==> config.mk <==
export PLATFORM = sky130hd
export DESIGN_NAME = hazard_scoreboard
export DESIGN_NICKNAME = d
export VERILOG_FILES = /design/src/rtl/hazard_scoreboard.sv
export SDC_FILE = /design/constraint.sdc
export NUM_CORES = 1
export LEC_CHECK = 0
export CAP_MARGIN = 10
export CORE_ASPECT_RATIO = 1.4
export CORE_UTILIZATION = 47
export CTS_CLUSTER_DIAMETER = 150
export DETAILED_ROUTE_END_ITERATION = 8
export GPL_ROUTABILITY_DRIVEN = 0
export PLACE_DENSITY = 0.8
export SLEW_MARGIN = 40
export SYNTH_ARGS = -nofsm -noshare
export SYNTH_HDL_FRONTEND = slang
export SYNTH_SLANG_ARGS = --single-unit
==> constraint.sdc <==
create_clock -name clk -period 2.8 [get_ports clk]
set_input_delay 0.42 -clock clk [delete_from_list [all_inputs] [get_ports clk]]
set_output_delay 0.42 -clock clk [all_outputs]
set_load 0.02 [all_outputs]
==> src/rtl/hazard_scoreboard.sv <==
// ----------------------------------------------------------------------------
// hazard_scoreboard
//
// Hazard controller for the 5-stage RISC-V pipeline. A per-register
// scoreboard records how many cycles remain before a pending result can be
// forwarded. From it the unit raises decode stalls, branch flushes and
// EX-stage forwarding selects. An external freeze holds the whole pipeline.
//
// Ports
//   clk, rst              clock, synchronous active-high reset
//   validD                decode holds a real instruction
//   RS1D, RS2D            decode source registers
//   useRS1D, useRS2D      source register actually read
//   RdD, RegwriteD        decode destination and its write enable
//   latD                  cycles after leaving D until the result is forwardable
//   PCsrcE                branch/jump taken in EX
//   ext_stall             whole-pipeline freeze (memory wait states)
//   RS1E, RS2E            EX source registers for forwarding
//   RdM, RegwriteM        M-stage destination and write enable
//   RdW, RegwriteW        W-stage destination and write enable
//   stallF, stallD        hold the PC and the IF/ID register
//   flushD, flushE        clear the IF/ID and ID/EX registers
//   ForwardAE, ForwardBE  00 = register file, 01 = ResultW, 10 = ALUresultM
//   stall_cnt, flush_cnt  performance counters
//
// Build option
//   HAZ_PERF_EN  when defined, stall_cnt/flush_cnt are live counters;
//                otherwise both outputs are tied to zero with no flops.
// ----------------------------------------------------------------------------
module hazard_scoreboard #(
  parameter int NREG    = 32,
  parameter int ADDR_W  = 5,
  parameter int MAX_LAT = 3,
  parameter int LAT_W   = 2,
  parameter int PERF_W  = 32
) (
  input  logic              clk,
  input  logic              rst,
  input  logic              validD,
  input  logic [ADDR_W-1:0] RS1D,
  input  logic [ADDR_W-1:0] RS2D,
  input  logic              useRS1D,
  input  logic              useRS2D,
  input  logic [ADDR_W-1:0] RdD,
  input  logic              RegwriteD,
  input  logic [LAT_W-1:0]  latD,
  input  logic              PCsrcE,
  input  logic              ext_stall,
  input  logic [ADDR_W-1:0] RS1E,
  input  logic [ADDR_W-1:0] RS2E,
  input  logic [ADDR_W-1:0] RdM,
  input  logic [ADDR_W-1:0] RdW,
  input  logic              RegwriteM,
  input  logic              RegwriteW,
  output logic              stallF,
  output logic              stallD,
  output logic              flushD,
  output logic              flushE,
  output logic [1:0]        ForwardAE,
  output logic [1:0]        ForwardBE,
  output logic [PERF_W-1:0] stall_cnt,
  output logic [PERF_W-1:0] flush_cnt
);

  localparam logic [LAT_W-1:0] MAX_LAT_V = LAT_W'(MAX_LAT);

  logic [LAT_W-1:0] r_busy [NREG];
  logic [NREG-1:0]  w_busy_nz;
  logic             w_haz;
  logic             w_accept;
  logic             w_alloc;
  logic [LAT_W-1:0] w_lat_sat;

  function automatic logic [LAT_W-1:0] sat_lat(input logic [LAT_W-1:0] lat);
    if (lat > MAX_LAT_V) return MAX_LAT_V;
    return lat;
  endfunction

  function automatic logic [1:0] fwd_sel(
    input logic [ADDR_W-1:0] rs,
    input logic [ADDR_W-1:0] rd_m,
    input logic [ADDR_W-1:0] rd_w,
    input logic              we_m,
    input logic              we_w
  );
    if (we_m && (rd_m != '0) && (rd_m == rs)) return 2'b10;
    if (we_w && (rd_w != '0) && (rd_w == rs)) return 2'b01;
    return 2'b00;
  endfunction

  always_comb begin
    for (int i = 0; i < NREG; i++) begin
      w_busy_nz[i] = (r_busy[i] != '0);
    end
  end

  assign w_haz     = validD & ((useRS1D & w_busy_nz[RS1D]) | (useRS2D & w_busy_nz[RS2D]));
  assign w_accept  = validD & ~rst & ~ext_stall & ~PCsrcE & ~w_haz;
  assign w_alloc   = w_accept & RegwriteD & (RdD != '0);
  assign w_lat_sat = sat_lat(latD);

  // Scoreboard: a fresh issue overrides the countdown of its own entry;
  // every other pending entry counts down unless the pipeline is frozen.
  always_ff @(posedge clk) begin
    if (rst) begin
      for (int i = 0; i < NREG; i++) begin
        r_busy[i] <= '0;
      end
    end else begin
      for (int i = 0; i < NREG; i++) begin
        if (i == 0) begin
          r_busy[i] <= '0;
        end else if (w_alloc && (RdD == ADDR_W'(i))) begin
          r_busy[i] <= w_lat_sat;
        end else if (!ext_stall && (r_busy[i] != '0)) begin
          r_busy[i] <= r_busy[i] - LAT_W'(1);
        end
      end
    end
  end

  // Stall/flush priority: reset, freeze, taken branch, data hazard.
  always_comb begin
    stallF = 1'b0;
    stallD = 1'b0;
    flushD = 1'b0;
    flushE = 1'b0;
    if (rst) begin
      flushD = 1'b1;
      flushE = 1'b1;
    end else if (ext_stall) begin
      stallF = 1'b1;
      stallD = 1'b1;
    end else if (PCsrcE) begin
      flushD = 1'b1;
      flushE = 1'b1;
    end else if (w_haz) begin
      stallF = 1'b1;
      stallD = 1'b1;
      flushE = 1'b1;
    end
  end

  assign ForwardAE = rst ? 2'b00 : fwd_sel(RS1E, RdM, RdW, RegwriteM, RegwriteW);
  assign ForwardBE = rst ? 2'b00 : fwd_sel(RS2E, RdM, RdW, RegwriteM, RegwriteW);

`ifdef HAZ_PERF_EN
  logic [PERF_W-1:0] r_stall_cnt;
  logic [PERF_W-1:0] r_flush_cnt;

  // stallD is already 0 during reset; flush_cnt counts only branch flushes,
  // which cannot occur while frozen.
  always_ff @(posedge clk) begin
    if (rst) begin
      r_stall_cnt <= '0;
      r_flush_cnt <= '0;
    end else begin
      if (stallD) r_stall_cnt <= r_stall_cnt + PERF_W'(1);
      if (!ext_stall && PCsrcE) r_flush_cnt <= r_flush_cnt + PERF_W'(1);
    end
  end

  assign stall_cnt = r_stall_cnt;
  assign flush_cnt = r_flush_cnt;
`else
  assign stall_cnt = '0;
  assign flush_cnt = '0;
`endif

endmodule

-- Word-level counts from Yosys, hierarchy flattened
Memories as Yosys holds them, arrays and structs flattened.
Index checks and enable logic that the tools add are counted.
- bitwise gates (word level): 77
- add/subtract/negate cells: 31
- $lt $le $gt $ge: 3
- equal/unequal tests: 35
- reductions and logical operators: 104
- multiplexer cells: 316
- operators by type and width (kind ; number):
    $mux W1 ; 239
    $mux W2 ; 75
    $eq A5 B5 Y1 const B ; 16
    $logic_and A1 B1 Y1 ; 68
    $or A1 B1 Y1 ; 64
    $reduce_bool A2 Y1 ; 32
    $sub A2 B1 Y2 const B ; 31
    $eq A5 B4 Y1 const B ; 8
    $eq A5 B3 Y1 const B ; 4
    $eq A5 B5 Y1 ; 4
    $reduce_bool A5 Y1 ; 3
    $lt A5 B6 Y1 const B ; 2
    $bmux W1 S5 ; 2
    $eq A5 B2 Y1 const B ; 2
    $and A1 B1 Y1 ; 9
    $eq A5 B1 Y1 const B ; 1
    $not A1 Y1 ; 4
    $gt A2 B2 Y1 const B ; 1
    $logic_not A1 Y1 ; 1
- flip-flop bits (word level): 0
- memories kept: 1
- input port bits: 47
- logic and storage cells: 567
- memory bits (writable): 64
- memories (memory ; words ; bits a word ; rd ports ; clocked after Yosys merged registers in ; write ports ; line ; text):
    r_busy ; 32 ; 2 ; 32 ; 0 ; 32 ; 67 ; logic [LAT_W-1:0] r_busy [NREG];

-- Longest topological paths before layout
Gate-level depths: netlist of run 1.
An unclocked memory read counts as a cell.
- word-level depth: 17
- depth in mapped cells: 10
- mapped depth without buffers: 9

-- Least setup slack after synthesis of run 1
Ideal clock, no wire load.
- path type: input port to output port
- start point: input port RS2D[1]
- end point: output port stallF
- slack: -0.035 ns
- cell stages on the path: 9
- data arrival time: 2.415 ns
- path buffers: 2
- cell sequence: buf_4 > mux4_2 > mux4_2 > nor2_1 > a211o_2 > or2_2 > a21oi_1 > nor2_1 > buf_4
- cells in the longest elaborated chain, start to end: 9
- ends and longest elaborated chain (what ; line ; text):
    start, declared ; 41 ; input logic [ADDR_W-1:0] RS2D,
    $bmux W1 S5 ; 97 ; assign w_haz = validD & ((useRS1D & w_busy_nz[RS1D]) | (useRS2D & w_busy_nz[RS2D]));
    $mux W1 (implied by the code) ; 97 ;
    $and A1 B1 Y1 ; 97 ;
    $or A1 B1 Y1 ; 97 ;
    $and A1 B1 Y1 ; 97 ;
    $mux W1 (4 in a row) ; n/a ;
    end, declared ; 55 ; output logic stallF,
No other way between the ends. The select of a mux whose other input is x is not followed.

==> results of run 1 <==
[final cells by class]
type                       instances  area (sq um)  area share (%)
clock buffer                      10           229            2.72
tap                              144           180            2.14
antenna                            1          2.50          0.0297
multi-input combinational        437          4130            49.1
timing repair buffer             191          1700            20.1
clock inverter                     6          76.3           0.907
inverter                          64           240            2.85
sequential                        62          1860            22.1
[per-stage QoR]
step	worst slack [ps]	power [mW]	util [%]
2_1_floorplan	79.7	1.85	-
3_3_place_gp	-992	2.17	58.3
3_5_place_dp	-983	2.23	58.4
4_1_cts	-318	3.57	70.3
5_1_grt	-466	3.95	73.5
6_report	-438	3.84	73.5
[layer usage]
metal / up-vias / share of wire, %
met4: 0 / 9.3
met5: - / 0
met2: 520 / 49
met1: 2631 / 31
met3: 192 / 11
li1: 2311 / -
[worst paths after layout]
kind / start / end / slack [ps] / cells past startpoint
hold / removal: r_busy[1][24] / r_busy[1][24] / 580 / 1
setup / recovery: r_busy[1][31] / stallF / -440 / 12
hold reg to reg: r_busy[1][24] / r_busy[1][24] / 580 / 1
setup reg to reg: r_busy[1][5] / r_busy[1][5] / -390 / 13
[worst register-to-register path, delay by kind of cell (launching register included)]
kind / cells / cell delay, ps
muxes: 3 / 1330
buffers and inverters: 5 / 650
adders and majority gates: 1 / 190
AOI/OAI and AO/OA: 2 / 260
DFF: 1 / 400
and+or+nand+nor: 2 / 160
[timing repair]
action | in CTS | in global routing
resized for setup | 216 | 57
pin swaps | 29 | 18
setup endpoints to repair | 129 | 129
cloned | 1 | 0
buffers inserted | 21 | 15
[synth_stat cells, types with 4 or more instances]
cell / instances / area share, %
and3_1: 4 / 0.45
nand2b_1: 4 / 0.45
mux2i_1: 34 / 6.1
mux2_2: 36 / 7.3
xnor2_1: 12 / 1.9
a21oi_1: 4 / 0.36
mux4_2: 13 / 5.3
edfxtp_1: 62 / 33
ha_1: 31 / 7.0
clkbuf_1: 24 / 1.6
a31oi_1: 12 / 1.3
o21ai_0: 17 / 1.5
nor2b_1: 6 / 0.67
xor2_1: 8 / 1.3
nor3_1: 41 / 3.7
nor2_1: 63 / 4.3
buf_4: 67 / 9.0
nand3_1: 16 / 1.4
or3_1: 16 / 1.8
inv_1: 64 / 4.3
buf_2: 4 / 0.36
nand2_1: 26 / 1.8
[cells by family (layout without fill, tap and decap cells)]
| group | after synthesis | in the layout | synth area share [%] |
|---|---|---|---|
| buffers and inverters | 161 | 271 | 15.6 |
| AOI/OAI and AO/OA | 44 | 44 | 5.11 |
| other | 1 | 65 | 0.0674 |
| muxes | 83 | 83 | 18.7 |
| xor gates and xnor gates | 20 | 20 | 3.15 |
| adders and majority gates | 31 | 31 | 6.97 |
| and+or+nand+nor | 195 | 195 | 17.0 |
| DFF | 62 | 62 | 33.5 |
[report_power, final]
group / leakage, nW / switching, mW / internal, mW
Combinational: 2.66 / 0.778 / 0.656
Clock: 0.149 / 0.434 / 0.768
Sequential: 0.656 / 0.0528 / 1.15
Total: 3.47 / 1.26 / 2.58
==> flow_summary.ini, run 1 <==
[outcome]
status = finished, violations left
violations = setup timing

[place]
placed_cells = 865
io_buffers = 54
place_area_sq_um = 6690
hpwl_mm = 11.2

[clock_network]
htreeDepth = 3
cts_made_buffers = 9
cts.sinks = 62
cts_buffer_depth = 2
ctsHoldBuffers = 0
cts_tree = built
clk_latency_ps = 350
clk_pin_slew_ps = 50
cts_root_buf = clkbuf_16

[grt]
grt_util_all_layers_pct = 35.3
grt_use_met1_pct = 36.1
grt_antenna_before_repair = 1
grt_pass1_vias = 5674
grtUsageMet3_pct = 9.95
overflow = 0
grt_max_degree = 50
grt.busiest_layer = met2
use_met2_pct = 61.0
grt_pass1_wl_mm = 31.3

[floorplan]
fp-row-count = 46
die_w_um = 93.9
die_y_um = 131
coreArea_sq_um = 11500
initial_core_util_pct = 48.6
die-area_sq_um = 12300
ios = 119

[synth]
synth_cell_types = 43
syn_area_sq_um = 5560
syn-mean-instance-area_sq_um = 9.32
async_flop_share_pct = 0
ys_ff_latch = 62
synth.yosys.seq_area_share_pct = 33.5
synth_edf_count = 62
synth_ff_type = edfxtp_1
ys_warn_count = 0
syn_inst = 597

[setup_path]
cp-start-kind = flop
path_buf_inv = 4
crit_family = multiplexers
cp.required_ps = 2380
arrival_ps = 2820
critPathKind = reg -> out
cp-end-kind = output port
max_stage_delay_ps = 480
slowest_stage = mux4_2
critPathMaxFanout = 3
cp_common_cell = buf_4
path_cells = inv_1, ha_2, buf_4, buf_4, mux4_2, mux2i_1, nand4_1, o211ai_1, or2_4, a21oi_2, nor2_2, buf_6

[pwr]
vdd_drop_max_mv = 0.382
leakage_nw = 3.47
p_per_area_nw_per_um2 = 457

[timing]
skew_ps = 6.26
fin_crit_sh_pct = 116
finalHoldViolations = 0
relSlewSlack_pct = 55.6
max_freq_mhz = 309
whs_ps = 583
worst_pin_slew_ps = 666
setup-tns-final_ps = -29640
slew_viol_final = 0
period_needed_ps = 3240
finalSetupViolCount = 127
rsz0062_at_grt = yes
layout_setup_ws_ps = -438

[finish]
final_nets = 843
largest_reg_flops = 62
stdcell_count = 915
stdcell_area_sq_um = 8420
num-fill-cells = 700
top_regs = r_busy x62
synthToLayoutAreaGrowth_pct = 51.3
drive_gt1_share_pct = 39.9
final_cell_mix = buf_4, conb_1, edfxtp_1
final_common_cell = buf_4
regMostFlops = r_busy

[drt]
final_antenna_net_count = 0
drt-initial-drc-count = 680
vias_per_cell = 6.18
wl_per_cell_um = 24.3
firstDrtPassIters = 7
wirelength_mm = 22.3
routed-via-count = 5654
drc = 0

[run]
maxCapViolations = 0

[min_path]
min-delay-path-class = reg -> reg
(Power assumes the default switching activity.)
==> run 2, diff against run 1 <==
MAX_ROUTING_LAYER = met4   (was not set)
==> run 2 against run 1 <==
Via count about the same; highest routed layer unchanged; clock power is essentially flat; global-route usage grew 1.1 points; routed wire length is 0.74% lower; the run still ends with setup timing left; hold slack worse by 0.89 ps; core utilization is 0.44 points higher.
==> flow_summary.ini, run 2 (synthesized netlist as in run 1, its figures left out) <==
[outcome]
status = finished, violations left
violations = setup timing

[floorplan]
initial_core_util_pct = 48.6
die_w_um = 93.9
fp-row-count = 46
ios = 119
die_y_um = 131
die-area_sq_um = 12300
coreArea_sq_um = 11500

[timing]
slew_viol_final = 0
rsz0062_at_grt = yes
layout_setup_ws_ps = -420
finalHoldViolations = 0
period_needed_ps = 3220
skew_ps = 8.73
fin_crit_sh_pct = 115
relSlewSlack_pct = 60.0
finalSetupViolCount = 125
max_freq_mhz = 311
worst_pin_slew_ps = 600
whs_ps = 582

[pwr]
finalPower_mw = 3.85
p_sw_share_pct = 32.8
clock_power_share_pct = 31.1
p_switching_mw = 1.26
leakage_nw = 3.48
vdd_drop_max_mv = 0.373
combinationalPowerShare_pct = 37.4
p_per_area_nw_per_um2 = 454
p_int_mw = 2.58
pwr-share-seq_pct = 31.4

[clock_network]
clk_latency_ps = 340
htreeDepth = 3
cts.sinks = 62
clk_pin_slew_ps = 50
cts_root_buf = clkbuf_16
cts_buffer_depth = 2
ctsHoldBuffers = 0
cts_tree = built
cts_made_buffers = 9

[finish]
final_nets = 846
stdcell_count = 917
synthToLayoutAreaGrowth_pct = 52.2
largest_reg_flops = 62
drive_gt1_share_pct = 41.3
n_antenna_cell = 0
top_regs = r_busy x62
regMostFlops = r_busy
final_cell_mix = buf_4, conb_1, edfxtp_1
final_util_pct = 73.9
final_common_cell = buf_4

[setup_path]
worst-r2r-cell-count = 13
cp.required_ps = 2380
path_cells = clkdlybuf4s50_1, buf_4, mux4_2, mux2i_1, nand4b_1, o211ai_1, or2_4, a21oi_2, nor2_2, buf_6
arrival_ps = 2800
critPathKind = in -> out
cp.depth = 10
slowest_stage = clkdlybuf4s50_1
max_stage_delay_ps = 640
path_buf_inv = 3
critPathMaxFanout = 5
cp-end-kind = output port
crit_family = buffers and inverters
cp-start-kind = primary input

[grt]
grt_util_all_layers_pct = 36.3
grt_pass1_wl_mm = 31.3
grt_pass1_vias = 5702
grt_antenna_before_repair = 0
grt_max_degree = 50
overflow = 0

[place]
io_buffers = 54
hpwl_mm = 11.2
place_ws_ps = -983
placed_cells = 865

[drt]
routed-via-count = 5659
vias_per_cell = 6.17
final_antenna_net_count = 0
drt-initial-drc-count = 504
wl_per_cell_um = 24.1
firstDrtPassIters = 6
drc = 0
wirelength_mm = 22.1

[min_path]
min-delay-path-class = reg -> reg
holdPathStages = 1

[run]
maxCapViolations = 0
run 2: what timing repair did:
action                                  CTS  global route
endpoints found under the setup margin  129           129
cloned                                    1             0
buffers inserted                         21            17
hold endpoints to repair                  0             0
resized for setup                       216            64
pin swaps                                29            21
run 2: layout make-up:
class / count / area, sq um
clock buffer: 10 / 229
clock inverter: 6 / 76.3
fill: 678 / 2990
inverter: 64 / 240
multi-input combinational: 437 / 4140
sequential: 62 / 1860
tap: 144 / 180
timing repair buffer: 194 / 1740
run 2: path summary, 6_finish.rpt:
check                startpoint       endpoint  slack, ps
setup reg to reg  r_busy[1][12]  r_busy[1][19]       -370
setup / recovery        RS2D[3]         stallF       -420
hold / removal    r_busy[1][24]  r_busy[1][24]        580
hold reg to reg   r_busy[1][24]  r_busy[1][24]        580
run 2: layer usage:
metal	vias up	part of all wire, %	GRT usage [%]
li1	2314	-	-
met3	204	10	9.55
met5	-	0	-
met2	499	49	60.7
met1	2642	31	36.3
met4	0	9.4	27.0
run 2: power by group through the flow:
stage               logic (mW)  clock network, mW  registers, mW
floorplan                0.658                  0           1.20
global placement         0.965                  0           1.20
detailed placement        1.02                  0           1.21
CTS                       1.20               1.18           1.19
global route              1.51               1.23           1.21
finish                    1.44               1.20           1.21
run 2: through the flow:
stage	cell area, sq um	setup TNS, ps
after floorplan	5800	0
after global placement	6680	-83030
after detailed placement	6690	-77660
after CTS	8050	-14380
after global routing	8470	-35220
final	8470	-32140
run 2: worst reg2reg max path: cells and delay by family (launching register included):
kind	cells	cell delay (ps)
AO/OA/AOI/OAI	2	320
multiplexers	3	1310
buffers and inverters	5	620
adder cells (fa/ha/maj)	1	190
flip-flops	1	380
AND/OR/NAND/NOR	2	190
